## src/rtl/hwpe_cfg_initiator.sv

```systemverilog
// hwpe_cfg_initiator: job dispatcher that drives an HWPE config port as a bus initiator.
// Commands {last, offset, data} are queued in a FIFO and replayed as one job:
//   ACQUIRE read (with backoff retry), job register writes, TRIGGER write, wait for evt_i.
// Ports:
//   clk_i, rst_ni           clock, async active-low reset
//   clear_i                 sync abort (flush FIFO, FSM to IDLE, clear err_o)
//   cmd_*                   command push stream (valid/ready)
//   periph_*                initiator side of the HWPE periph port
//   evt_i                   HWPE completion pulse
//   busy_o, done_o,         status: FSM active, job-complete pulse,
//   job_id_o, err_o         id returned by ACQUIRE, sticky r_id mismatch
module hwpe_cfg_initiator #(
    parameter int unsigned         ID_WIDTH       = 8,
    parameter int unsigned         FIFO_DEPTH     = 4,
    parameter logic [31:0]         BASE_ADDR      = 32'h0,
    parameter int unsigned         BACKOFF_CYCLES = 16,
    parameter logic [ID_WIDTH-1:0] TX_ID          = '0
) (
    input  logic                clk_i,
    input  logic                rst_ni,
    input  logic                clear_i,
    input  logic                cmd_valid_i,
    output logic                cmd_ready_o,
    input  logic [11:0]         cmd_offset_i,
    input  logic [31:0]         cmd_data_i,
    input  logic                cmd_last_i,
    output logic                periph_req_o,
    output logic [31:0]         periph_add_o,
    output logic                periph_wen_o,
    output logic [3:0]          periph_be_o,
    output logic [31:0]         periph_data_o,
    output logic [ID_WIDTH-1:0] periph_id_o,
    input  logic                periph_gnt_i,
    input  logic [31:0]         periph_r_data_i,
    input  logic                periph_r_valid_i,
    input  logic [ID_WIDTH-1:0] periph_r_id_i,
    input  logic                evt_i,
    output logic                busy_o,
    output logic                done_o,
    output logic [7:0]          job_id_o,
    output logic                err_o
);

    localparam int unsigned PW = (FIFO_DEPTH > 1) ? $clog2(FIFO_DEPTH) : 1;
    localparam int unsigned CW = PW + 1;
    localparam int unsigned BW = $clog2(BACKOFF_CYCLES + 1);
    localparam logic [31:0] ADDR_TRIGGER = BASE_ADDR + 32'h0;
    localparam logic [31:0] ADDR_ACQUIRE = BASE_ADDR + 32'h4;
    localparam logic [BW-1:0] BO_LAST = BW'(BACKOFF_CYCLES - 1);
    localparam logic [CW-1:0] FULL_CNT = CW'(FIFO_DEPTH);

    typedef enum logic [3:0] {
        IDLE,
        ACQ_REQ,
        ACQ_RSP,
        BACKOFF,
        WR_REQ,
        WR_RSP,
        TRIG_REQ,
        TRIG_RSP,
        WAIT_EVT
    } state_t;

    state_t state_q, state_d;

    // FIFO entry layout: [44] last, [43:32] offset, [31:0] data
    logic [44:0]   mem_q [FIFO_DEPTH];
    logic [PW-1:0] wr_ptr_q, rd_ptr_q;
    logic [CW-1:0] count_q;
    logic          fifo_empty;
    logic          push, pop;
    logic [44:0]   head;

    logic          last_q;
    logic [7:0]    job_id_q;
    logic [BW-1:0] bo_cnt_q;
    logic          err_q;
    logic          stale_q;
    logic          in_rsp;
    logic          rsp_accept;

    logic          req;
    logic          wen;
    logic [31:0]   add;
    logic [31:0]   wdata;
    logic          done;

    logic          unused_rdata;
    assign unused_rdata = ^periph_r_data_i[30:8];

    // ---------------- command FIFO ----------------
    assign fifo_empty  = (count_q == '0);
    assign cmd_ready_o = (count_q != FULL_CNT);
    assign push        = cmd_valid_i & cmd_ready_o & ~clear_i;
    assign head        = mem_q[rd_ptr_q];

    always_ff @(posedge clk_i) begin
        if (push) begin
            mem_q[wr_ptr_q] <= {cmd_last_i, cmd_offset_i, cmd_data_i};
        end
    end

    always_ff @(posedge clk_i or negedge rst_ni) begin
        if (!rst_ni) begin
            wr_ptr_q <= '0;
            rd_ptr_q <= '0;
            count_q  <= '0;
        end else if (clear_i) begin
            wr_ptr_q <= '0;
            rd_ptr_q <= '0;
            count_q  <= '0;
        end else begin
            if (push) begin
                wr_ptr_q <= wr_ptr_q + PW'(1);
            end
            if (pop) begin
                rd_ptr_q <= rd_ptr_q + PW'(1);
            end
            unique case ({push, pop})
                2'b10:   count_q <= count_q + CW'(1);
                2'b01:   count_q <= count_q - CW'(1);
                default: ;
            endcase
        end
    end

    // ---------------- response tracking ----------------
    assign in_rsp = (state_q == ACQ_RSP) ||
                    (state_q == WR_RSP)  ||
                    (state_q == TRIG_RSP);

    assign rsp_accept = periph_r_valid_i & in_rsp;

    // ---------------- FSM next state / bus drive ----------------
    always_comb begin
        state_d = state_q;
        req     = 1'b0;
        wen     = 1'b0;
        add     = 32'h0;
        wdata   = 32'h0;
        pop     = 1'b0;
        done    = 1'b0;

        unique case (state_q)
            IDLE: begin
                // A response still owed from an aborted transfer
                // must drain before a new one may be issued.
                if (!fifo_empty && !stale_q) begin
                    state_d = ACQ_REQ;
                end
            end
            ACQ_REQ: begin
                req = 1'b1;
                wen = 1'b1;
                add = ADDR_ACQUIRE;
                if (periph_gnt_i) begin
                    state_d = ACQ_RSP;
                end
            end
            ACQ_RSP: begin
                if (periph_r_valid_i) begin
                    state_d = periph_r_data_i[31] ? BACKOFF : WR_REQ;
                end
            end
            BACKOFF: begin
                if (bo_cnt_q == BO_LAST) begin
                    state_d = ACQ_REQ;
                end
            end
            WR_REQ: begin
                // Stall with req low until the next command arrives.
                if (!fifo_empty) begin
                    req   = 1'b1;
                    add   = BASE_ADDR + {20'h0, head[43:32]};
                    wdata = head[31:0];
                    if (periph_gnt_i) begin
                        pop     = 1'b1;
                        state_d = WR_RSP;
                    end
                end
            end
            WR_RSP: begin
                if (periph_r_valid_i) begin
                    state_d = last_q ? TRIG_REQ : WR_REQ;
                end
            end
            TRIG_REQ: begin
                req = 1'b1;
                add = ADDR_TRIGGER;
                if (periph_gnt_i) begin
                    state_d = TRIG_RSP;
                end
            end
            TRIG_RSP: begin
                if (periph_r_valid_i) begin
                    state_d = WAIT_EVT;
                end
            end
            WAIT_EVT: begin
                if (evt_i) begin
                    done    = 1'b1;
                    state_d = IDLE;
                end
            end
            default: begin
                state_d = IDLE;
            end
        endcase

        if (clear_i) begin
            state_d = IDLE;
            req     = 1'b0;
            pop     = 1'b0;
            done    = 1'b0;
        end
    end

    // ---------------- FSM and job registers ----------------
    always_ff @(posedge clk_i or negedge rst_ni) begin
        if (!rst_ni) begin
            state_q <= IDLE;
        end else begin
            state_q <= state_d;
        end
    end

    always_ff @(posedge clk_i or negedge rst_ni) begin
        if (!rst_ni) begin
            last_q   <= 1'b0;
            job_id_q <= 8'h0;
            bo_cnt_q <= '0;
        end else begin
            if (pop) begin
                last_q <= head[44];
            end
            if (!clear_i && state_q == ACQ_RSP &&
                periph_r_valid_i && !periph_r_data_i[31]) begin
                job_id_q <= periph_r_data_i[7:0];
            end
            if (state_q == BACKOFF && !clear_i) begin
                bo_cnt_q <= bo_cnt_q + BW'(1);
            end else begin
                bo_cnt_q <= '0;
            end
        end
    end

    always_ff @(posedge clk_i or negedge rst_ni) begin
        if (!rst_ni) begin
            err_q   <= 1'b0;
            stale_q <= 1'b0;
        end else begin
            if (clear_i) begin
                err_q <= 1'b0;
            end else if (rsp_accept && periph_r_id_i != TX_ID) begin
                err_q <= 1'b1;
            end
            // An abort while a response is owed leaves that response
            // in flight; remember to swallow it.
            stale_q <= (clear_i & in_rsp & ~periph_r_valid_i) |
                       (stale_q & ~periph_r_valid_i);
        end
    end

    // ---------------- outputs ----------------
    assign periph_req_o  = req;
    assign periph_add_o  = add;
    assign periph_wen_o  = wen;
    assign periph_be_o   = 4'hF;
    assign periph_data_o = wdata;
    assign periph_id_o   = TX_ID;

    assign busy_o   = (state_q != IDLE);
    assign done_o   = done;
    assign job_id_o = done ? job_id_q : 8'h0;
    assign err_o    = err_q;

endmodule
```

## config.mk

```make
export PLATFORM = sky130hd
export DESIGN_NAME = hwpe_cfg_initiator
export DESIGN_NICKNAME = d
export VERILOG_FILES = /design/src/rtl/hwpe_cfg_initiator.sv
export SDC_FILE = /design/constraint.sdc
export NUM_CORES = 1
export LEC_CHECK = 0
export ABC_CLOCK_PERIOD_IN_PS = 6200
export BUFFER_PORTS_ARGS = -buffer_cell sky130_fd_sc_hd__buf_2
export CAP_MARGIN = 40
export CORE_ASPECT_RATIO = 0.75
export CORE_MARGIN = 1.5
export CORE_UTILIZATION = 40
export DETAILED_ROUTE_END_ITERATION = 10
export HOLD_SLACK_MARGIN = 0.03
export PLACE_DENSITY = 0.72
export RECOVER_POWER = 50
export SYNTH_ARGS = -nofsm -noshare
export SYNTH_HDL_FRONTEND = slang
export SYNTH_SLANG_ARGS = --single-unit
```

## constraint.sdc

```tcl
create_clock -name clk_i -period 6.2 [get_ports clk_i]
set_clock_uncertainty 0.05 [all_clocks]
set_input_delay 1.55 -clock clk_i [delete_from_list [all_inputs] [get_ports clk_i]]
set_output_delay 1.55 -clock clk_i [all_outputs]
set_load 0.02 [all_outputs]
```

==> summary.txt, run 1 <==
Floorplan
  • Initial Utilization: around two fifths
  • Die area: 22400 sq um
  • Num rows: 46
  • Die height: 130 um
  • Die W: between 150 and 200 um
  • Core Footprint: approximately 21000 sq um
  • IO Count: approximately 180

CTS
  • Post-cts sizing count: 0
  • H-tree Lvls: 1
  • Hold buffers post-CTS: 0
  • CTS tree: yes
  • Clock Sinks: 207
  • Root buffer selected by CTS: clkbuf_16
  • Clock slew at reported path FFs: 0.06 ns
  • Clk buf depth: 3
  • Worst-skew pair later-pin latency: 0.49 ns
  • Post-CTS setup buffer count: 0
  • TritonCTS buffer count: 22

Run status
  • Failing checks: max-capacitance violations, max-slew violations
  • Status: finished with violations

Synth
  • Synth Register Bits: 207
  • Distinct cell type count after synthesis: 46
  • Post-synth top area cell: edfxtp_1
  • Main area contributors after synthesis: edfxtp_1 63%, mux4_2 12%, dfrtp_1 7.9%, nor2b_1 3.2%, buf_4 3.0%
  • Post-synth ARST share: 13.0%
  • Cells after synthesis: 477
  • Post-synth EDFFs: 180
  • Commonest cells in the netlist: 180 x edfxtp_1, 45 x mux4_2, 44 x nor2b_1
  • Post-synth top area share: 62.9%
  • Post-Syn Area: 8590 sq um
  • Count leader, synth: edfxtp_1
  • Yosys warns: 0
  • Register area share after synthesis: 70.8%
  • Avg Cell Area, Syn: about 18 sq um
  • Primary FF master, synth: edfxtp_1

Cells and area
  • Finished Core Util: 47.4%
  • ANT cells: 0
  • Layout area overhead: 16.6%
  • Layout Nets: 711
  • Layout cell share with drive strength beyond 1: 28.8%
  • Fillers: 1828

Critical path
  • R2r setup slk: 2.40 ns
  • Worst Path Arrival: just under 3 ns
  • R2r worst-path depth: 5
  • Worst Path Class, Setup: input pin to primary output
  • Required @ worst endpoint: 4.60 ns
  • Capture point of the worst reg-to-reg path: mem_q[1][35]$_DFFE_PP_
  • CP max FO: 15
  • RR Startpoint: count_q[2]$_DFFE_PN0P_
  • CP startpoint kind: input pin
  • Crit end category: primary output

STA
  • F_max: between 0.2 and 0.25 GHz
  • Final count of pins violating max slew: 74
  • Final period util: 73.4%
  • Final Hold Viols: 0
  • Worst-Margin Slew: about 2.9 ns
  • RSZ-0062 raised after global routing: no
  • Max_slew headroom: -94.9%
  • Final setup violation count: 0
  • Setup TNS: 0 ns
  • Setup WS post-layout: 1.65 ns
  • Crit path time final: 4.55 ns

Run
  • Max Cap Viol: 2

GRT
  • Initial antenna violation count: 0
  • Vias in the first global route: 4521
  • Largest net degree at the start of global routing: 46
  • GRT overflow: 0
  • GRT Total Usage: 14.6%
  • First-pass GRT wire length: roughly 25000 um

Pwr
  • Cell Pwr Density: 307 nW/um^2
  • Final Total Pwr: 0.00308 W
  • P_leak: 3.56 nW
  • Peak VDD IR: 0.000247 V

Routing
  • Vias post-DR: approximately 4.5k
  • Final wirelength: 16100 um
  • ANT nets after route: 0
  • Drt wl/cell: roughly 18 um
  • Detailed Routing Iterations Pass 1: 4
  • Initial drt markers: 340
  • DRC violations left: 0
  • Vias per Instance: 4.89

Worst hold path
  • Hold Crit Depth: 1
  • Hold wc startpoint: bo_cnt_q[0]$_DFF_PN0_
  • Worst Hold Class: flip-flop to flip-flop
  • Worst Hold Endpoint: bo_cnt_q[0]$_DFF_PN0_

Placement
  • Placer Congestion: 0.820
  • DP HPWL: about 9700 um
  • Worst slack, placed: 1.86 ns
  • Buffers added on ports: 126
## critical path, cell delays in order
cell      delay (ns)
clkbuf_1        0.30
inv_1           0.19
nand4_1         0.13
nor2_1          0.42
and2_1          0.19
buf_2           0.16
## through the flow
step	cell area, sq um	hold slack, ns	std cells
floorplan	8710	0.383	507
global placement	9410	0.393	874
detailed placement	9450	0.417	876
CTS	10100	0.425	913
global route	10000	0.447	913
finish	10000	0.420	913
## registers in the layout, indices dropped and copies added (netlist names)
register	count
state_q	4
wr_ptr_q	2
stale_q	1
count_q	3
last_q	1
mem_q	180
bo_cnt_q	5
job_id_q	8
err_o	1
rd_ptr_q	2
## report_power, final
part | switching (W) | total, W | internal (W) | leakage [nW]
Combinational | 0.000164 | 0.000283 | 0.000119 | 1.24
Clock | 0.000491 | 0.00116 | 0.000672 | 0.315
Sequential | 0.0000459 | 0.00163 | 0.00159 | 2.00
Total | 0.000701 | 0.00308 | 0.00238 | 3.56
## worst max path at each step
stage | start | cells after the start | end
floorplan | clear_i | 4 | job_id_o[0]
global placement | state_q[1]$_DFFE_PN0P_ | 4 | periph_data_o[16]
detailed placement | clear_i | 6 | job_id_o[0]
CTS | state_q[1]$_DFFE_PN0P_ | 5 | periph_add_o[5]
global route | clear_i | 4 | mem_q[1][33]$_DFFE_PP_
finish | clear_i | 6 | job_id_o[0]
## final cells by class
cell class	count	area (sq um)	area share [%]
multi-input cells	239	2250	22.4
flip-flops and latches	207	6090	60.8
clock inverters	9	43.8	0.437
repair buffers	133	651	6.50
well taps	288	360	3.60
inverters	9	33.8	0.337
clock buffers	28	594	5.93
## cell families (layout without fill, tap and decap cells)
family                     Yosys count  in the layout  synth area share, %
adders and majority gates            7              7                 1.11
buffers and inverters               61            179                 4.41
muxes                               56             56                 13.2
and+or+nand+nor                    116            116                 8.14
AOI/OAI and AO/OA                   22             22                 1.69
other                                2             32               0.0874
DFF                                207            207                 70.8
xor gates and xnor gates             6              6                0.611
## metal layers
metal / GRT usage, % / vias up / routed length, um
li1: - / 2028 / -
met1: 18.9 / 2270 / 6720
met2: 24.5 / 143 / 8010
met3: 4.09 / 25 / 1050
met4: 3.63 / 0 / 332
met5: 0 / - / 0
## layout by cell type, fill, tap and decap left out, drive strengths merged, types with 3 or more instances in the layout
master / n
edfxtp: 180
buf: 83
clkbuf: 78
mux4: 45
nor2b: 44
conb: 32
dfrtp: 27
nor2: 22
and2: 16
inv: 9
mux2: 9
clkinv: 9
a21oi: 8
ha: 6
nand4: 5
nand2: 5
nand3: 5
xnor2: 4
o21ai: 4
or3b: 3
No activity file was read; power rests on OpenSTA's default activity.
==> run 2, diff against run 1 <==
--- a/config.mk
+++ b/config.mk
@@ -5,7 +5,7 @@
 export SDC_FILE = /design/constraint.sdc
 export NUM_CORES = 1
 export LEC_CHECK = 0
-export ABC_CLOCK_PERIOD_IN_PS = 6200
+export ABC_CLOCK_PERIOD_IN_PS = 3800
 export BUFFER_PORTS_ARGS = -buffer_cell sky130_fd_sc_hd__buf_2
 export CAP_MARGIN = 40
 export CORE_ASPECT_RATIO = 0.75
@@ -13,7 +13,7 @@
 export CORE_UTILIZATION = 40
 export DETAILED_ROUTE_END_ITERATION = 10
 export HOLD_SLACK_MARGIN = 0.03
-export PLACE_DENSITY = 0.72
+export PLACE_DENSITY = 0.74
 export RECOVER_POWER = 50
 export SYNTH_ARGS = -nofsm -noshare
 export SYNTH_HDL_FRONTEND = slang
==> constraint.sdc (replaced) <==
create_clock -name clk_i -period 3.8 [get_ports clk_i]
set_clock_uncertainty 0.05 [all_clocks]
set_input_delay 0.95 -clock clk_i [delete_from_list [all_inputs] [get_ports clk_i]]
set_output_delay 0.95 -clock clk_i [all_outputs]
set_load 0.02 [all_outputs]
==> run 2 against run 1 <==
- largest cell class unchanged
- register-to-register slack worse by 1.5 ns
- die area unchanged
- setup slack got worse by 1.3 ns
- flip-flop and latch count is the same
- worst hold slack got worse by 0.0035 ns
- count of clock-buffer cells in the layout fell by 3
- first-iteration DRC count decreased by 2.6%
- via count rose by 2.0%
- the run still ends with max-capacitance violations, max-slew violations left
- wire length rose by 3.2%
- sequential share of layout area fell by 0.73 points
==> summary.txt, run 2 (synthesis gave the netlist of run 1 again) <==
GRT
  • GRT Total Usage: 15.1%
  • First-pass GRT wire length: approximately 26000 um
  • Vias in the first global route: approximately 4.7k
  • Largest net degree at the start of global routing: 44
  • Initial antenna violation count: 1
  • GRT overflow: 0

Critical path
  • Required @ worst endpoint: ~2.8 ns
  • Instance count on the critical path: 5
  • Crit end category: primary output
  • CP startpoint kind: flip-flop
  • CP max stage delay: around 0.56 ns
  • R2r worst-path depth: 5
  • Buf/Inv on CP: 2
  • Worst Path Class, Setup: flip-flop to primary output
  • Slowest stage cell, crit path: dfrtp_1
  • CP max FO: 43
  • Cells along the critical path: nor3_1 -> nand3_2 -> buf_4 -> nor2b_1 -> buf_2
  • Worst Path Arrival: 2.46 ns
  • Delay-heaviest family, CP: simple AND/OR/NAND/NOR gates

STA
  • Final period util: 91.1%
  • Final setup violation count: 0
  • Final count of pins violating max slew: 28
  • Worst-Margin Slew: 1.54 ns
  • RSZ-0062 raised after global routing: no
  • Worst hold slack: 0.417 ns
  • Setup TNS: 0 ns
  • Max_slew headroom: -2.48%
  • Final Hold Viols: 0
  • Crit path time final: 3.46 ns
  • F_max: 0.289 GHz

Run status
  • Failing checks: max-capacitance violations, max-slew violations
  • Status: finished with violations

CTS
  • Clock slew at reported path FFs: 0.06 ns
  • Clock Sinks: 207
  • Hold buffers post-CTS: 0
  • H-tree Lvls: 1
  • Root buffer selected by CTS: clkbuf_16
  • Clk buf depth: 3
  • Post-CTS setup buffer count: 0
  • TritonCTS buffer count: 22
  • Post-cts sizing count: 0
  • CTS tree: yes
  • Worst-skew pair later-pin latency: just under 0.5 ns

Placement
  • DP HPWL: around 11000 um
  • Placer Congestion: 0.779
  • Dpl cells: 878
  • Buffers added on ports: between 100 and 150
  • Dpl cell area: between 9000 and 10000 sq um

Routing
  • ANT nets after route: 0
  • Detailed Routing Iterations Pass 1: 6
  • Vias per Instance: 4.97
  • Vias post-DR: 4555
  • Final wirelength: approximately 17000 um
  • Initial drt markers: 331
  • Drt wl/cell: 18.2 um
  • DRC violations left: 0

Pwr
  • Sw Share: 22.2%
  • P_leak: 3.61 nW
  • Seq pwr share: 50.7%
  • Peak VDD IR: 0.000399 V
  • Internal power: just over 0.004 W
  • Clock power frac: 40.1%
  • Psw: 0.00116 W
  • Cell Pwr Density: roughly 520 nW/um^2
  • Logic pwr share: 9.1%

Cells and area
  • Reg with most FFs: mem_q
  • Layout Nets: 713
  • Post-route cell area: a little over 10000 sq um
  • Most frequent cells in the layout: 180 x edfxtp_1, 79 x buf_2, 49 x clkbuf_1
  • Layout area overhead: 18.0%
  • Non-Filler Instances: 916
  • Largest regs: mem_q x180, job_id_q x8, bo_cnt_q x5
  • Layout cell share with drive strength beyond 1: 29.7%
  • Largest register FFs: 180
  • Commonest non-fill, non-tap cell in the layout: edfxtp_1
  • Fillers: 1803

Floorplan
  • Die height: between 100 and 150 um
  • Core Footprint: approximately 21000 sq um
  • Initial Utilization: 40.7%
  • Die W: roughly 170 um
  • Num rows: 46
  • IO Count: ~180
  • Die area: between 20000 and 25000 sq um

Worst hold path
  • Worst Hold Class: flip-flop to flip-flop
  • Hold Crit Depth: 1

Run
  • Max Cap Viol: 1
[run 2: final timing paths]
path / end / from / slack (ns)
worst min register to register: bo_cnt_q[0]$_DFF_PN0_ / bo_cnt_q[0]$_DFF_PN0_ / 0.42
worst max-delay path: periph_data_o[23] / state_q[1]$_DFFE_PN0P_ / 0.34
max in group asynchronous: rd_ptr_q[0]$_DFFE_PN0P_ / rst_ni / 1.82
worst max register to register: mem_q[1][41]$_DFFE_PP_ / count_q[2]$_DFFE_PN0P_ / 0.93
min in group asynchronous: err_o$_DFFE_PN0P_ / rst_ni / 0.78
worst min-delay path: bo_cnt_q[0]$_DFF_PN0_ / bo_cnt_q[0]$_DFF_PN0_ / 0.42
[run 2: layer usage]
layer  share of wire, %  GRT usage (%)
met5                  0              0
met4                2.4           3.89
met3                6.4           4.16
met2                 50           26.7
met1                 41           18.4
[run 2: area by class of cell]
| cell class | instances | area (sq um) | area share (%) |
|---|---|---|---|
| sequential | 207 | 6090 | 60.0 |
| multi-input combinational | 239 | 2250 | 22.2 |
| timing repair buffer | 135 | 689 | 6.80 |
| clock buffer | 25 | 583 | 5.75 |
| tap | 288 | 360 | 3.55 |
| clock inverter | 12 | 134 | 1.32 |
| inverter | 9 | 33.8 | 0.333 |
| antenna | 1 | 2.50 | 0.0247 |
[run 2: worst reg2reg max path, cell delays in order (launching register included)]
cell and delay, ns:
dfrtp_1 0.41, or3b_1 0.25, nand2_1 0.17, nor2_1 0.20, and2_0 1.15, buf_12 0.33
[run 2: through the flow]
stage / utilization (%) / total power, W / setup WS [ns]
6_report: 48.0 / 0.00525 / 0.337
5_1_grt: 48.0 / 0.00545 / 0.189
4_1_cts: 48.3 / 0.00532 / 0.323
3_5_place_dp: 44.9 / 0.00320 / 0.624
3_3_place_gp: 44.9 / 0.00315 / 0.739
2_1_floorplan: - / 0.00308 / 0.906
[run 2: power groups by stage]
stage               combinational, W  clock, W  sequential, W
global placement            0.000461         0        0.00269
global route                0.000529   0.00224        0.00268
CTS                         0.000491   0.00216        0.00266
detailed placement          0.000489         0        0.00271
finish                      0.000480   0.00211        0.00266
floorplan                   0.000402         0        0.00267
==> run 3, diff against run 2 <==
--- a/config.mk
+++ b/config.mk
@@ -5,7 +5,7 @@
 export SDC_FILE = /design/constraint.sdc
 export NUM_CORES = 1
 export LEC_CHECK = 0
-export ABC_CLOCK_PERIOD_IN_PS = 3800
+export ABC_CLOCK_PERIOD_IN_PS = 3600
 export BUFFER_PORTS_ARGS = -buffer_cell sky130_fd_sc_hd__buf_2
 export CAP_MARGIN = 40
 export CORE_ASPECT_RATIO = 0.75
@@ -13,7 +13,7 @@
 export CORE_UTILIZATION = 40
 export DETAILED_ROUTE_END_ITERATION = 10
 export HOLD_SLACK_MARGIN = 0.03
-export PLACE_DENSITY = 0.74
+export PLACE_DENSITY = 0.72
 export RECOVER_POWER = 50
 export SYNTH_ARGS = -nofsm -noshare
 export SYNTH_HDL_FRONTEND = slang
==> constraint.sdc (replaced) <==
create_clock -name clk_i -period 3.6 [get_ports clk_i]
set_clock_uncertainty 0.05 [all_clocks]
set_input_delay 0.9 -clock clk_i [delete_from_list [all_inputs] [get_ports clk_i]]
set_output_delay 0.9 -clock clk_i [all_outputs]
set_load 0.02 [all_outputs]
==> run 3 against run 2 <==
- the flow now finishes without violations
- global-route usage down 0.19 points
- non-clock buffer count down 1
- via count down 0.64%
- setup slack worse by 0.14 ns
- die area unchanged
- sequential power up 6%
- cell count down 0.22%
- utilization down 0.30 points
- critical path type unchanged
- critical endpoint is now periph_data_o[16]
- largest cell class unchanged
==> summary.txt, run 3 (synthesis gave the netlist of run 1 again) <==
Run status
  • Status: completed

Cells and area
  • Largest register FFs: 180
  • Largest regs: mem_q x180, job_id_q x8, bo_cnt_q x5
  • Commonest non-fill, non-tap cell in the layout: edfxtp_1
  • Multi-input gate area: ~2300 sq um
  • ANT cells: 0
  • Reg with most FFs: mem_q
  • Layout cell share with drive strength beyond 1: 29.4%
  • Layout Nets: 712
  • Finished Core Util: 47.7%
  • Layout area overhead: 17.2%
  • Fillers: 1808
  • Reg area: 6090 sq um
  • Most frequent cells in the layout: 180 x edfxtp_1, 79 x buf_2, 53 x clkbuf_1
  • Post-route cell area: 10100 sq um

GRT
  • Initial antenna violation count: 0
  • Largest net degree at the start of global routing: 47
  • First-pass GRT wire length: 25300 um
  • Vias in the first global route: 4668
  • GRT overflow: 0
  • GRT Total Usage: 14.9%

Floorplan
  • Core Footprint: 21100 sq um
  • Num rows: 46
  • IO Count: 182
  • Die area: 22400 sq um
  • Die height: 130 um
  • Die W: 172 um
  • Initial Utilization: 40.7%

Critical path
  • Worst Path Class, Setup: flip-flop to primary output
  • CP max FO: 43
  • CP startpoint kind: flip-flop
  • Crit end category: primary output
  • Worst Path Arrival: 2.46 ns
  • Required @ worst endpoint: ~2.7 ns
  • R2r worst-path depth: 5

CTS
  • Root buffer selected by CTS: clkbuf_16
  • Clk buf depth: 3
  • Post-CTS setup buffer count: 0
  • TritonCTS buffer count: 22
  • Clock Sinks: 207
  • Worst-skew pair later-pin latency: 0.50 ns
  • CTS tree: yes
  • Hold buffers post-CTS: 0
  • H-tree Lvls: 1
  • Clock slew at reported path FFs: 0.06 ns
  • Post-cts sizing count: 0

Routing
  • Initial drt markers: 280
  • ANT nets after route: 0
  • DRC violations left: 0
  • Drt wl/cell: 17.8 um
  • Detailed Routing Iterations Pass 1: 4
  • Vias post-DR: 4526
  • Final wirelength: around 16000 um
  • Vias per Instance: 4.95

STA
  • Final setup violation count: 0
  • Setup TNS: 0 ns
  • Final count of pins violating max slew: 0
  • Max_slew headroom: about 1.1%
  • Final Hold Viols: 0
  • Crit path time final: 3.41 ns
  • Worst-Margin Slew: 1.48 ns
  • RSZ-0062 raised after global routing: no
  • Final period util: 94.7%
  • F_max: 0.293 GHz
  • Setup WS post-layout: 0.192 ns

Worst hold path
  • Worst Hold Class: flip-flop to flip-flop
  • Hold Crit Depth: 1

Placement
  • DP HPWL: 9960 um
  • Placer Congestion: 0.813
  • Worst slack, placed: 0.488 ns
  • Buffers added on ports: 126
  • Dpl cell area: 9490 sq um

Pwr
  • Peak VDD IR: roughly 0.00040 V
  • Logic pwr share: 9.4%
  • Sw Share: 22.6%
  • Clock power frac: between 30% and 40%
  • Internal power: 0.00418 W
  • Seq pwr share: 52.0%
  • Psw: 0.00122 W
  • P_leak: approximately 3.6 nW
  • Cell Pwr Density: 536 nW/um^2

Run
  • Max Cap Viol: 0
run 3: cell types whose count changed in the layout (fill, tap and decap cells not counted), sizes merged:
cell / delta
clkinvlp: +2
buf: -2
bufinv: -2
clkbuf: +5
diode: -1
clkinv: -4
run 3: path summary, 6_finish.rpt:
path	from	slack, ns	endpoint
max in group asynchronous	rst_ni	1.74	rd_ptr_q[0]$_DFFE_PN0P_
max reg2reg	count_q[0]$_DFFE_PN0P_	0.82	mem_q[3][27]$_DFFE_PP_
min in group asynchronous	rst_ni	0.70	job_id_q[0]$_DFFE_PN0P_
min	bo_cnt_q[0]$_DFF_PN0_	0.42	bo_cnt_q[0]$_DFF_PN0_
min reg2reg	bo_cnt_q[0]$_DFF_PN0_	0.42	bo_cnt_q[0]$_DFF_PN0_
max	state_q[1]$_DFFE_PN0P_	0.19	periph_data_o[16]
run 3: area by class of cell:
cell class	instances	area share, %
multi-input cells	239	22.4
clock inverters	8	0.646
repair buffers	134	6.74
clock buffers	29	5.94
inverters	9	0.335
well taps	288	3.58
flip-flops and latches	207	60.4
run 3: power groups by stage:
stage          Combinational (W)  Clock (W)  Sequential [W]
5_1_grt                 0.000557    0.00224         0.00282
3_3_place_gp            0.000491          0         0.00284
6_report                0.000507    0.00209         0.00281
2_1_floorplan           0.000424          0         0.00282
4_1_cts                 0.000522    0.00215         0.00281
3_5_place_dp            0.000520          0         0.00286
run 3: critical path, stage by stage, from the launching register on:
cell	delay, ns
dfrtp_1	0.54
nor3_1	0.48
nand3_2	0.11
buf_4	0.33
nor2b_1	0.28
buf_2	0.21
run 3: routing by layer:
metal	GRT usage (%)	vias up	wire length, um
li1	-	2046	-
met1	19.0	2288	6820
met2	25.1	159	8000
met3	3.94	33	999
met4	4.76	0	481
met5	0	-	0
run 3: through the flow:
stage               hold WS, ns  instances  total power, W
floorplan                 0.383        507         0.00325
global placement          0.394        877         0.00333
detailed placement        0.414        877         0.00338
CTS                       0.360        914         0.00548
global route              0.452        914         0.00562
finish                    0.422        914         0.00540
